## config.mk

```make
export PLATFORM = sky130hd
export DESIGN_NAME = md_sequencer
export DESIGN_NICKNAME = d
export VERILOG_FILES = /design/src/rtl/md_sequencer.sv
export SDC_FILE = /design/constraint.sdc
export NUM_CORES = 1
export LEC_CHECK = 0
export CAP_MARGIN = 20
export CORE_MARGIN = 1.5
export CORE_UTILIZATION = 40
export CTS_BUF_LIST = sky130_fd_sc_hd__clkbuf_16
export DETAILED_ROUTE_END_ITERATION = 6
export MAX_ROUTING_LAYER = met4
export PLACE_DENSITY = 0.73
export SYNTH_ARGS = -nofsm -noshare
export SYNTH_HDL_FRONTEND = slang
export SYNTH_SLANG_ARGS = --single-unit
```

## constraint.sdc

```tcl
create_clock -name clock -period 1.5 [get_ports clock]
set_clock_uncertainty 0.1 [all_clocks]
set_input_delay 0.225 -clock clock [delete_from_list [all_inputs] [get_ports clock]]
set_output_delay 0.225 -clock clock [all_outputs]
set_load 0.02 [all_outputs]
```

## src/rtl/md_sequencer.sv

```systemverilog
`default_nettype none
// +--------------------------------------------------------------------------+
// | md_sequencer: control FSM for an iterative multiply/divide datapath.      |
// | Optional: MD_EARLY_DIV0_EN finishes a divide by zero without iterating.   |
// | Rev 1.0                                                                   |
// +--------------------------------------------------------------------------+
module md_sequencer #(
    parameter int STEPS = 32
) (
    input  logic       clock,
    input  logic       reset,
    input  logic       ctrl_MULT,
    input  logic       ctrl_DIV,
    input  logic       operandB_zero,
    input  logic [4:0] i_rd,
    input  logic       flush,
    output logic       dp_load,
    output logic       dp_step,
    output logic       dp_div,
    output logic       dp_sign_fix,
    output logic [5:0] step_count,
    output logic       running,
    output logic       data_resultRDY,
    output logic       data_exception,
    output logic [4:0] o_rd
);

    typedef enum logic [2:0] {
        IDLE = 3'd0,
        LOAD = 3'd1,
        STEP = 3'd2,
        FIX  = 3'd3,
        DONE = 3'd4
    } state_t;

    localparam logic [5:0] LAST_STEP = 6'(STEPS - 1);

    state_t state;
    logic   bz_latched;
    logic   start;
    logic   div_req;
    logic   early_div0;

    assign start   = ctrl_MULT | ctrl_DIV;
    assign div_req = ctrl_DIV & ~ctrl_MULT;

`ifdef MD_EARLY_DIV0_EN
    assign early_div0 = div_req & operandB_zero;
`else
    assign early_div0 = 1'b0;
`endif

    // Outputs are registered: each is set on the edge that enters its state.
    always_ff @(posedge clock or posedge reset) begin
        if (reset) begin
            state          <= IDLE;
            dp_load        <= 1'b0;
            dp_step        <= 1'b0;
            dp_div         <= 1'b0;
            dp_sign_fix    <= 1'b0;
            step_count     <= 6'd0;
            running        <= 1'b0;
            data_resultRDY <= 1'b0;
            data_exception <= 1'b0;
            o_rd           <= 5'd0;
            bz_latched     <= 1'b0;
        end else begin
            dp_load        <= 1'b0;
            dp_step        <= 1'b0;
            dp_sign_fix    <= 1'b0;
            data_resultRDY <= 1'b0;
            data_exception <= 1'b0;
            if (flush) begin
                state   <= IDLE;
                running <= 1'b0;
            end else begin
                case (state)
                    IDLE, DONE: begin
                        running <= 1'b0;
                        state   <= IDLE;
                        if (start) begin
                            dp_div     <= div_req;
                            o_rd       <= i_rd;
                            bz_latched <= operandB_zero;
                            if (early_div0) begin
                                state          <= DONE;
                                data_resultRDY <= 1'b1;
                                data_exception <= 1'b1;
                            end else begin
                                state   <= LOAD;
                                dp_load <= 1'b1;
                                running <= 1'b1;
                            end
                        end
                    end
                    LOAD: begin
                        state      <= STEP;
                        dp_step    <= 1'b1;
                        step_count <= 6'd0;
                    end
                    STEP: begin
                        if (step_count == LAST_STEP) begin
                            state       <= FIX;
                            dp_sign_fix <= 1'b1;
                        end else begin
                            dp_step    <= 1'b1;
                            step_count <= step_count + 6'd1;
                        end
                    end
                    FIX: begin
                        state          <= DONE;
                        running        <= 1'b0;
                        data_resultRDY <= 1'b1;
                        data_exception <= dp_div & bz_latched;
                    end
                    default: begin
                        state   <= IDLE;
                        running <= 1'b0;
                    end
                endcase
            end
        end
    end

endmodule
`default_nettype wire

```

==> results by group <==
Clock network
  – CTS tree: done
  – Clock Root Buffer: clkbuf_16
  – Clk Latency, worst-skew pair: between 200 and 300 ps
  – H-tree Lvls: 1
  – Clock tree sinks: 22
  – Hold buffers post-CTS: 0
  – Deepest clock path buffer count: 2
  – Clk pin slew, worst setup/hold paths: approximately 60 ps
  – TritonCTS buffer count: 3

Timing
  – Slew HR: 76.7%
  – PnR worst setup slack: -76.3 ps
  – Worst slew pin tran: 346 ps
  – Final period util: 105%
  – Fin Setup TNS: -203 ps
  – Fin. Hold Viols: 0
  – Final Critical Period: 1580 ps
  – Final-report max-slew violation count: 0
  – RSZ-0062 raised after global routing: yes
  – Final hold slack: roughly 210 ps
  – Final setup fails: 4
  – Fmax: 0.634 GHz

Yosys
  – Yosys warning count: 0
  – Mapped Cells: 78
  – Syn Std Cell Area: just over 900 um^2
  – Avg Synthesized Cell Area: around 12 um^2
  – Yosys reg bits: 22
  – Post-synthesis net count: 90
  – Seq/Total Area, Yosys: 58.8%
  – Yosys cell types: 30

Placement
  – Routability cong.: 0.805
  – Port-buffer cells: 28
  – Post-Place Setup Slack: -338 ps
  – DP HPWL: 1340 um

Critical path
  – Crit path max fanout: 6
  – Worst setup SP type: register
  – Arrival @ worst endpoint: between 1500 and 2000 ps
  – Critical Path End Type: register
  – WP data required: 1580 ps
  – Reg2Reg Depth: 4
  – WS Path Type: reg -> reg

Floorplan
  – Die Span X: 51.4 um
  – Top Ports: 29
  – Die Footprint: 2640 um^2
  – Core area: 2210 um^2
  – # rows: 17
  – Die height: 51.4 um
  – Initial Util: 42.3%

Global routing
  – Vias in the first global route: 755
  – Global route overflow: 0
  – Antenna violations before repair: 0
  – Tot GR Track Use: between 10% and 20%
  – First-pass GRT wire length: 3180 um
  – Largest net degree at the start of global routing: 23

Outcome
  – Failing checks: setup timing
  – Run status: complete, but fails checks

Drt
  – Vias/cell: roughly 5
  – Remaining DRCs: 0
  – Drt first pass iters: 3
  – Via count: 794
  – Routed len/inst: 12.9 um
  – Drt total wl: 2020 um
  – First-iteration detailed-routing DRC count: 5
  – Antenna viol nets, final: 0

Finish
  – Area grow syn2layout: 65.6%
  – Layout cells sized above 1: 38.3%
  – Nets@finish: around 140
  – Final core occ: 70.1%
  – N_diodes: 0

Power
  – PwrDens: 1310 nW/um^2
  – Leak Pwr: 0.000783 uW
  – Design Power: between 2000 and 2500 uW
  – Worst vdd ir: 1.04 mV

Run
  – Max-cap violations: 0

Hold path
  – Hold crit path type: in -> async
## final timing paths
path | from | end | slack, ps
worst min-delay path | reset | o_rd[4] | 210
worst max-delay path | state[1] | step_count[5] | -80
min in group clock | running | running | 380
worst max register to register | state[1] | step_count[5] | -80
max in group asynchronous | reset | state[0] | 850
worst min register to register | running | running | 380
## worst max-delay path: stages (launching register included)
cell	delay (ps)
dfrtp_2	460
xor2_2	190
nand2_2	110
or4_4	520
a21oi_2	130
## sequential cells by signal (all words and copies together) (netlist names)
signal / count
step_count: 6
o_rd: 5
state: 3
bz_latched: 1
data_exception: 1
data_resultRDY: 1
dp_div: 1
dp_load: 1
dp_sign_fix: 1
dp_step: 1
running: 1
## power breakdown
| group | total (uW) | switching (uW) | internal, uW |
|---|---|---|---|
| clock | 551 | 196 | 355 |
| sequential | 799 | 87.1 | 712 |
| combinational | 685 | 337 | 348 |
## what timing repair did
action                     4_1_cts  5_1_grt
gates resized for setup         17       16
setup endpoints to repair       25       16
buffers inserted                 6        3
hold endpoints to repair         0        0
pin swaps                        5        9
## per-layer routing
layer / vias to the layer above / GRT usage (%) / share of wire [%]
li1: 387 / - / -
met1: 376 / 19.8 / 44
met2: 27 / 26.7 / 48
met3: 4 / 5.26 / 6.4
met4: 0 / 6.58 / 1.2
met5: - / - / 0
## logic make-up after synthesis
kind of cell,synth area share [%]
AND/OR/NAND/NOR,17.6
flip-flops,58.8
AO/OA/AOI/OAI,11.4
buffers and inverters,2.67
multiplexers,7.22
XOR/XNOR,0.936
adder cells (fa/ha/maj),1.34
## cell usage after synthesis, drive strengths merged
| master | instances | area, um^2 |
|---|---|---|
| nor4 | 1 | 21.3 |
| or2b | 1 | 7.51 |
| nor2 | 5 | 26.3 |
| o21a | 1 | 7.51 |
| nand3 | 2 | 10.0 |
| inv | 4 | 15.0 |
| o2bb2ai | 1 | 8.76 |
| and4 | 1 | 8.76 |
| mux2 | 6 | 67.6 |
| o41ai | 1 | 8.76 |
| o31ai | 3 | 22.5 |
| nand2b | 1 | 6.26 |
| dfrtp | 22 | 551 |
| a21oi | 6 | 30.0 |
| buf | 2 | 10.0 |
| o211ai | 1 | 7.51 |
| and3 | 3 | 18.8 |
| nor3 | 2 | 10.0 |
| nand3b | 1 | 7.51 |
| or2 | 1 | 6.26 |
| nand2 | 5 | 21.3 |
| or4 | 2 | 15.0 |
| ha | 1 | 12.5 |
| a21o | 1 | 7.51 |
| xor2 | 1 | 8.76 |
| nor2b | 1 | 6.26 |
| o311ai | 1 | 8.76 |
| o21ai | 1 | 5.00 |
## through the flow
| step | cells | area (um^2) |
|---|---|---|
| floorplan | 78 | 978 |
| global placement | 144 | 1370 |
| detailed placement | 144 | 1370 |
| CTS | 154 | 1480 |
| global route | 156 | 1550 |
| finish | 156 | 1550 |
## area by class of cell
cell class	instances	area, um^2
multi-input cells	50	442
flip-flops and latches	22	557
well taps	28	35.0
clock buffers	3	75.1
fillers	173	662
clock inverters	1	3.75
repair buffers	48	423
inverters	4	15.0
## layout by cell type (no fill, tap or decap), types with 2 or more instances in the layout
cell type and count:
clkdlybuf4s50_1 10, o31ai_1 2, mux2_2 5, clkbuf_16 3
a21oi_1 5, dfrtp_2 5, dfrtp_1 17, dlygate4sd2_1 14
inv_1 3, nand2_1 4, nor2_1 3, buf_4 20
dlymetal6s2s_1 4, nor2_4 2, and3_1 3
Power figures use the tool's default switching activity.
